`src/rtl/sysctrl_gen.sv`:
```
// sysctrl_gen: MCU system-control endpoint.
// Decodes the byte-serial SPI bridge command stream and owns a generic table
// of configuration bytes addressed by ASCII id. It also provides masked,
// edge-latched interrupt pending bits and a timed core-reset generator.
module sysctrl_gen #(
  parameter logic [7:0]            CORE_ID      = 8'h02,
  parameter int                    NUM_VARS     = 16,
  parameter logic [7:0]            VAR_BASE     = 8'h41,
  parameter logic [NUM_VARS*8-1:0] VAR_DEFAULTS = '0,
  parameter int                    INT_W        = 8,
  parameter int                    RESET_CYCLES = 16
) (
  input  logic                  clk,
  input  logic                  reset,
  input  logic                  data_in_strobe,
  input  logic                  data_in_start,
  input  logic [7:0]            data_in,
  output logic [7:0]            data_out,
  output logic                  int_out_n,
  input  logic [INT_W-1:0]      int_in,
  input  logic [1:0]            buttons,
  output logic [1:0]            leds,
  output logic [23:0]           color,
  output logic [NUM_VARS*8-1:0] cfg,
  output logic [NUM_VARS-1:0]   cfg_strobe,
  output logic                  core_reset
);

  localparam logic [7:0] CMD_STATUS   = 8'd0;
  localparam logic [7:0] CMD_LEDS     = 8'd1;
  localparam logic [7:0] CMD_COLOR    = 8'd2;
  localparam logic [7:0] CMD_BUTTONS  = 8'd3;
  localparam logic [7:0] CMD_CFG_WR   = 8'd4;
  localparam logic [7:0] CMD_INT      = 8'd5;
  localparam logic [7:0] CMD_CFG_RD   = 8'd6;
  localparam logic [7:0] CMD_MASK     = 8'd7;
  localparam logic [7:0] CMD_CORE_RST = 8'd8;

  localparam logic [7:0] NUM_VARS_B = 8'(NUM_VARS);
  localparam logic [7:0] RST_LOAD   = 8'(RESET_CYCLES);

  // Bit-reverse a byte (ws2812 bytes arrive LSB-first from the MCU).
  function automatic logic [7:0] rev8(input logic [7:0] b);
    logic [7:0] r;
    for (int i = 0; i < 8; i++) begin
      r[i] = b[7-i];
    end
    return r;
  endfunction

  // True when id addresses slot k; the id>=VAR_BASE test rejects wrapped offsets.
  function automatic logic slot_match(input logic [7:0] id, input int k);
    logic [7:0] off;
    off = id - VAR_BASE;
    return (id >= VAR_BASE) && (off == 8'(k));
  endfunction

  logic [3:0]            state_q, state_d;
  logic [7:0]            cmd_q, cmd_d;
  logic [7:0]            id_q, id_d;
  logic [7:0]            data_out_q, data_out_d;
  logic [1:0]            leds_q, leds_d;
  logic [23:0]           color_q, color_d;
  logic [NUM_VARS*8-1:0] cfg_q, cfg_d;
  logic [NUM_VARS-1:0]   cfg_strobe_q, cfg_strobe_d;
  logic [INT_W-1:0]      pending_q, pending_d;
  logic [INT_W-1:0]      mask_q, mask_d;
  logic [INT_W-1:0]      int_prev_q;
  logic [7:0]            rst_cnt_q, rst_cnt_d;
  logic                  core_reset_q, core_reset_d;
  logic [INT_W-1:0]      ack_s;
  logic [7:0]            rd_val_s;

  // Command decode, payload execution and next-state computation.
  always_comb begin
    state_d      = state_q;
    cmd_d        = cmd_q;
    id_d         = id_q;
    data_out_d   = data_out_q;
    leds_d       = leds_q;
    color_d      = color_q;
    cfg_d        = cfg_q;
    cfg_strobe_d = '0;
    mask_d       = mask_q;
    ack_s        = '0;
    rd_val_s     = 8'h00;

    if (rst_cnt_q != 8'd0) begin
      rst_cnt_d = rst_cnt_q - 8'd1;
    end else begin
      rst_cnt_d = 8'd0;
    end

    for (int k = 0; k < NUM_VARS; k++) begin
      if (slot_match(data_in, k)) begin
        rd_val_s = cfg_q[8*k +: 8];
      end else begin
        rd_val_s = rd_val_s;
      end
    end

    if (data_in_strobe && data_in_start) begin
      state_d = 4'd1;
      cmd_d   = data_in;
    end else if (data_in_strobe && (state_q != 4'd0)) begin
      if (state_q == 4'd15) begin
        state_d = 4'd15;
      end else begin
        state_d = state_q + 4'd1;
      end
      case (cmd_q)
        CMD_STATUS: begin
          case (state_q)
            4'd1:    data_out_d = 8'h5c;
            4'd2:    data_out_d = 8'h42;
            4'd3:    data_out_d = CORE_ID;
            4'd4:    data_out_d = NUM_VARS_B;
            default: data_out_d = 8'h00;
          endcase
        end
        CMD_LEDS: begin
          if (state_q == 4'd1) begin
            leds_d = data_in[1:0];
          end else begin
            leds_d = leds_q;
          end
        end
        CMD_COLOR: begin
          case (state_q)
            4'd1:    color_d[15:8]  = rev8(data_in);
            4'd2:    color_d[7:0]   = rev8(data_in);
            4'd3:    color_d[23:16] = rev8(data_in);
            default: color_d        = color_q;
          endcase
        end
        CMD_BUTTONS: begin
          data_out_d = {6'b000000, buttons};
        end
        CMD_CFG_WR: begin
          if (state_q == 4'd1) begin
            id_d = data_in;
          end else if (state_q == 4'd2) begin
            for (int k = 0; k < NUM_VARS; k++) begin
              if (slot_match(id_q, k)) begin
                cfg_d[8*k +: 8] = data_in;
                cfg_strobe_d[k] = 1'b1;
              end else begin
                cfg_strobe_d[k] = 1'b0;
              end
            end
          end else begin
            id_d = id_q;
          end
        end
        CMD_INT: begin
          data_out_d = 8'(pending_q & mask_q);
          if (state_q == 4'd1) begin
            ack_s = data_in[INT_W-1:0];
          end else begin
            ack_s = '0;
          end
        end
        CMD_CFG_RD: begin
          if (state_q == 4'd1) begin
            data_out_d = rd_val_s;
          end else begin
            data_out_d = 8'h00;
          end
        end
        CMD_MASK: begin
          if (state_q == 4'd1) begin
            mask_d = data_in[INT_W-1:0];
          end else begin
            mask_d = mask_q;
          end
        end
        CMD_CORE_RST: begin
          if (state_q == 4'd1) begin
            rst_cnt_d = RST_LOAD;
          end else begin
            rst_cnt_d = rst_cnt_d;
          end
        end
        default: begin
          data_out_d = data_out_q;
        end
      endcase
    end else begin
      state_d = state_q;
    end

    // A new edge wins over an acknowledge in the same cycle.
    pending_d    = (pending_q & ~ack_s) | (int_in & ~int_prev_q);
    core_reset_d = (rst_cnt_d != 8'd0);
  end

  // State registers with synchronous reset.
  always_ff @(posedge clk) begin
    if (reset) begin
      state_q      <= 4'd0;
      cmd_q        <= 8'd0;
      id_q         <= 8'd0;
      data_out_q   <= 8'd0;
      leds_q       <= 2'd0;
      color_q      <= 24'd0;
      cfg_q        <= VAR_DEFAULTS;
      cfg_strobe_q <= '0;
      pending_q    <= '0;
      mask_q       <= {INT_W{1'b1}};
      int_prev_q   <= '0;
      rst_cnt_q    <= RST_LOAD;
      core_reset_q <= 1'b1;
    end else begin
      state_q      <= state_d;
      cmd_q        <= cmd_d;
      id_q         <= id_d;
      data_out_q   <= data_out_d;
      leds_q       <= leds_d;
      color_q      <= color_d;
      cfg_q        <= cfg_d;
      cfg_strobe_q <= cfg_strobe_d;
      pending_q    <= pending_d;
      mask_q       <= mask_d;
      int_prev_q   <= int_in;
      rst_cnt_q    <= rst_cnt_d;
      core_reset_q <= core_reset_d;
    end
  end

  assign data_out   = data_out_q;
  assign leds       = leds_q;
  assign color      = color_q;
  assign cfg        = cfg_q;
  assign cfg_strobe = cfg_strobe_q;
  assign core_reset = core_reset_q;
  assign int_out_n  = ~|(pending_q & mask_q);

endmodule
```
`config.mk`:
```
export PLATFORM = sky130hd
export DESIGN_NAME = sysctrl_gen
export DESIGN_NICKNAME = d
export VERILOG_FILES = /design/src/rtl/sysctrl_gen.sv
export SDC_FILE = /design/constraint.sdc
export NUM_CORES = 1
export LEC_CHECK = 0
export CORE_MARGIN = 2
export CORE_UTILIZATION = 45
export CTS_CLUSTER_DIAMETER = 30
export DETAILED_ROUTE_END_ITERATION = 16
export PLACE_DENSITY = 0.71
export SLEW_MARGIN = 20
export SYNTH_ARGS = -nofsm -noshare
export SYNTH_HDL_FRONTEND = slang
export SYNTH_SLANG_ARGS = --single-unit
```
`constraint.sdc`:
```
create_clock -name clk -period 3.13 [get_ports clk]
set_input_delay 0.313 -clock clk [delete_from_list [all_inputs] [get_ports clk]]
set_output_delay 0.313 -clock clk [all_outputs]
set_load 0.05 [all_outputs]
```
======== Word level (Yosys, flattened, before mapping) ========
Cells that the tools add are included.
word-level totals
  register bits ........................... 231
  output and inout port bits .............. 180
  word-level logic and storage cells ...... 207
operators by class
  add/subtract/negate cells ............... 4
  $lt $le $gt $ge ......................... 2
  equality and inequality tests ........... 43
  multiplexer cells ....................... 47
  bitwise logic cells ..................... 11
  reduce and logical (&&, ||, !) cells .... 69
operators by type and width
  operator                                             count
  two-way mux 8 bit                                    26
  equality test 8 x 4 -> 1 bit, second input constant  17
  equality test 8 x 3 -> 1 bit, second input constant  12
  AND reduction 6 bit                                  16
  equality test 8 x 2 -> 1 bit, second input constant  6
  logical AND 1 bit                                    34
  one-hot mux 8 bit (4 select lines)                   1
  one-hot mux 7 bit (4 select lines)                   1
  bitwise AND 8 bit                                    3
  equality test 8 x 1 -> 1 bit, second input constant  3
  logical NOT 8 bit                                    3
  AND reduction 4 bit                                  6
  two-way mux 1 bit                                    18
  >= comparator 8 x 7 -> 1 bit, second input constant  2
  NOT 8 bit                                            2
  nonzero test 8 bit                                   2
  subtractor 8 x 7 -> 8 bit, second input constant     2
  equality test 4 x 2 -> 1 bit, second input constant  2
  bitwise OR 8 bit                                     1
  nonzero test 4 bit                                   2
  OR reduction 8 bit                                   1
  subtractor 8 x 1 -> 8 bit, second input constant     1
  OR reduction 6 bit                                   1
  NOT 1 bit                                            5
  other kinds (9)                                      9

======== Logic depth before layout (Yosys ltp) ========
  depth after elaboration ................. 21
  gate-level depth with buffers ........... 10
  gate-level depth less buffers ........... 8

======== Worst setup path before layout ========
Ideal clock, no wire load.
  path kind ............................... reg-to-reg
  from .................................... register state_q[0]
  to ...................................... register data_out_q[2], in the netlist data_out[2]
  data arrival time ....................... 2.276 ns
  path slack .............................. 0.740 ns
  cell stages (with the launch flop) ...... 11
  buffers on the path ..................... 2
  path through ............................ dfxtp_1 inv_1 ha_1 or3b_2 nand3b_1 buf_4 or3_1 buf_4 a221oi_1 o211ai_1 o21a_1
between the ends
  cells in the longest elaborated chain, start to end .. 3
  elaborated cells between the ends (all ways) .. 10
RTL lines
  item                                                                       line  RTL
  start, declared                                                            58    logic [3:0] state_q, state_d;
  start signal, assigned                                                     214   state_q <= state_d;
  equality test 4 x 3 -> 1 bit, or another cell as far along                 113   case (state_q)
  one-hot mux 7 bit (4 select lines), or another cell as far along           113
  one-hot mux 8 bit (4 select lines) or AND reduction 3 bit (tied branches)  -
  end signal, assigned                                                       217   data_out_q <= data_out_d;
  end, declared                                                              61    logic [7:0] data_out_q, data_out_d;
Parallel ways exist; a longest one is shown, timed or not.
A chain may end at the register's enable or synchronous reset.

======== Final worst setup path ========
Same ends and word-level chain as after synthesis.

==> summary.md <==
| Metric | Value |
|---|---|
| Clock sink count | `231` |
| Asr flop ratio synth | `0%` |
| N_diodes | `0` |
| Via count | `11.43k` |
| DP HPWL | `30.72 mm` |
| Fin Setup TNS | `0 ns` |
| Initial Util | `45.66%` |
| Met2 Use GR | `52.36%` |
| WL/cell | `22.79 µm` |
| PwrDens | `596.5 nW/µm²` |
| Tcrit/Tclk final | `91.91%` |
| PnR worst setup slack | `0.2532 ns` |
| EDFF count, synth | `0` |
| Pre-antenna DRT Iters | `7` |
| Max Clk Rate | `347.6 MHz` |
| FP Rows | `56` |
| Skew-Pair Late Insertion Delay | `0.55 ns` |
| CP Class | `reg2reg` |
| Final nets | `1600` |
| Logic pwr share | `6.9%` |
| Slowest cell on the critical path | `or3_1` |
| Met1 Use GR | `48.66%` |
| Cells after Synth | `1377` |
| CTS root buffer | `clkbuf_16` |
| Internal power | `0.006573 W` |
| Clock share of power | `58.5%` |
| Critical Path AT | `3.30 ns` |
| Global route hottest layer | `met2` |
| Die Y | `158.1 µm` |
| Worst-Margin Slew | `0.8477 ns` |
| Total wire length | `44.03 mm` |
| Seq pwr share | `34.6%` |
| Total GRT Usage | `34.42%` |
| Port Buffers | `201` |
| Final setup fails | `0` |
| Post-CTS Setup Bufs | `0` |
| Slew margin rel. | `43.49%` |
| Top FF cell, synth | `dfxtp_1` |
| Die Area | `25000 µm²` |
| Lkg Pwr | `5.064 nW` |
| Met3 Use GR | `7.336%` |
| Final Slew Violations | `0` |
| Synth Area per Inst | `7.761 µm²` |
| Max clock buf depth | `3` |
| Vias/cell | `5.918` |
| Largest net degree at the start of global routing | `104` |
| Worst Skew | `0.02322 ns` |
| Syn. warnings | `0` |
| Remaining DRCs | `0` |
| Result of the run | `finished clean` |
| Placeable Area | `23400 µm²` |
| RSZ-0062 raised after global routing | `false` |
| CTS resizes | `0` |
| Post-route ant nets | `0` |
| Seq/Total Area, Yosys | `43.27%` |
| Share of cells above drive strength 1 | `11.59%` |
| Crit-path cells | `inv_1, ha_1, or3b_2, nand3b_1, or3_1, a221oi_1, o211ai_1, o21a_1` |
| Crit path time final | `2.877 ns` |
| # fillers | `2085` |
| Final instance area | `14820 µm²` |
| VDD IR max | `0.4885 mV` |
| Sw frac | `25.62%` |
| Synth cell types | `80` |
| Sw Pwr | `0.002264 W` |
| Dpl cell area | `13130 µm²` |
| First-pass GRT wire length | `65.07 mm` |
| Number of placed I/O pins | `202` |
| H-tree levels | `2` |
| Max cap viols | `0` |
| Clock Pin Slew Worst Setup and Hold Paths | `0.05 ns` |
| CTS tree | `yes` |
| Crit path max fanout | `14` |
| Critical Path Sink Type | `flip-flop` |
| Initial antenna violation count | `1` |
| RePlAce Congestion | `1.005` |
| Net count after synthesis | `1405` |
| Hold Buf Count CTS | `0` |
| Mapped Area | `10690 µm²` |
| Critical Path RT | `3.56 ns` |
| Iter 0 DRT Violations | `1264` |
| Critical Path Start Type | `flip-flop` |
| DIE WIDTH | `158.1 µm` |
| Number of CTS-inserted buffers | `49` |
| DP Worst Slack | `0.2307 ns` |
| Hold Violations, Final | `0` |
| Grt ovf | `0` |
| #FFs+latches synth | `231` |
| Class of the worst hold path | `in2reg` |
| Critical Path Max Stage Delay | `0.73 ns` |
| Layout area overhead | `38.64%` |
| Vias in the first global route | `10.58k` |
==> cell usage after synthesis, drive strengths merged (5+ instances only) <==
cell       n  area (µm²)
o211ai     6       45.04
nor3      24       157.7
ha         6       75.07
dfxtp    231        4624
a21oi    198       991.0
a211o      9       78.83
o2111ai    5       43.79
a22o      10       87.58
a32oi      7       61.31
inv       13       48.80
nor2      70       267.8
mux2i     21       210.2
nand3b     6       45.04
xor2       6       52.55
clkbuf    89       334.1
nand2    300        1129
nor2b     34       212.7
nor3b      7       52.55
o22ai      5       31.28
and3      17       106.4
nand3    121       620.6
a211oi     6       50.05
and2       8       50.05
a31oi      8       50.05
nand2b    10       62.56
nor4      11       96.34
or3        5       31.28
buf       30       162.7
nand4      8       50.05
o21ai     25       125.1
==> power by group through the flow <==
stage | sequential (W) | clock, W | combinational (W)
2_1_floorplan | 0.00312 | 0 | 0.000386
3_3_place_gp | 0.00312 | 0 | 0.000589
3_5_place_dp | 0.00312 | 0 | 0.000593
4_1_cts | 0.00306 | 0.00520 | 0.000598
5_1_grt | 0.00307 | 0.00536 | 0.000654
6_report | 0.00306 | 0.00517 | 0.000607
==> critical path, delay by kind of cell (launching register included) <==
kind                     cells  cell delay, ns
adder cells (fa/ha/maj)      1            0.23
flip-flops                   1            0.41
AND/OR/NAND/NOR              3            1.28
buffers and inverters        1            0.09
AO/OA/AOI/OAI                3            0.76
==> stage by stage <==
step                instances  util, %  hold WS, ns  power (W)
finish                   1932    63.31       0.1344   0.008837
detailed placement       1840    56.12       0.4470   0.003710
CTS                      1932    63.31       0.1193   0.008862
floorplan                1377        -       0.4369   0.003502
global route             1932    63.31       0.1543   0.009086
global placement         1840    56.12       0.4433   0.003705
==> sequential cells by signal, summed over array words and instances (netlist names), 8 cells and up <==
name,cells
int_prev_q,8
color,24
cfg_strobe,16
id_q,8
mask_q,8
data_out,8
rst_cnt_q,8
cfg,128
cmd_q,8
pending_q,8
==> layout make-up <==
| cell class | instances | area, µm² | area share [%] |
|---|---|---|---|
| clock buffers | 56 | 1292 | 8.724 |
| multi-input cells | 1012 | 5533 | 37.34 |
| flip-flops and latches | 231 | 4624 | 31.21 |
| repair buffers | 263 | 2521 | 17.02 |
| clock inverters | 36 | 389.1 | 2.626 |
| inverters | 15 | 56.30 | 0.3800 |
| well taps | 319 | 399.1 | 2.694 |
==> worst paths after layout <==
| path | start | to | slack, ns | depth (start not counted) |
|---|---|---|---|---|
| worst max-delay path | state_q[0] | data_out[2] | 0.25 | 8 |
| worst min-delay path | reset | leds[1] | 0.13 | 2 |
| worst max register to register | state_q[0] | data_out[2] | 0.25 | 8 |
| worst min register to register | color[0] | color[0] | 0.45 | 2 |
==> routing by layer <==
layer  up-vias  wire length [µm]
met1      5429             19100
li1       5235                 -
met3        92              4303
met4         0              1361
met5         -                 0
met2       678             19270
==> kinds of logic after synthesis <==
logic type | Yosys count | share of synthesized area [%]
xor+xnor | 10 | 0.8195
simple gates | 640 | 28.61
buf+inv | 134 | 5.175
flops | 231 | 43.27
mux | 23 | 2.178
fa+ha+maj | 6 | 0.7025
compound gates | 333 | 19.24
==> cell usage in the layout (no fill, tap or decap), drive strengths merged, types with 9 or more instances in the layout <==
| master | instances |
|---|---|
| a211o | 9 |
| a21oi | 198 |
| a22o | 10 |
| and3 | 17 |
| buf | 67 |
| clkbuf | 56 |
| clkdlybuf4s50 | 196 |
| clkinv | 12 |
| clkinvlp | 9 |
| dfxtp | 231 |
| inv | 26 |
| mux2i | 21 |
| nand2 | 300 |
| nand2b | 10 |
| nand3 | 121 |
| nor2 | 70 |
| nor2b | 34 |
| nor3 | 24 |
| nor4 | 11 |
| o21ai | 25 |
(Power assumes the default switching activity.)
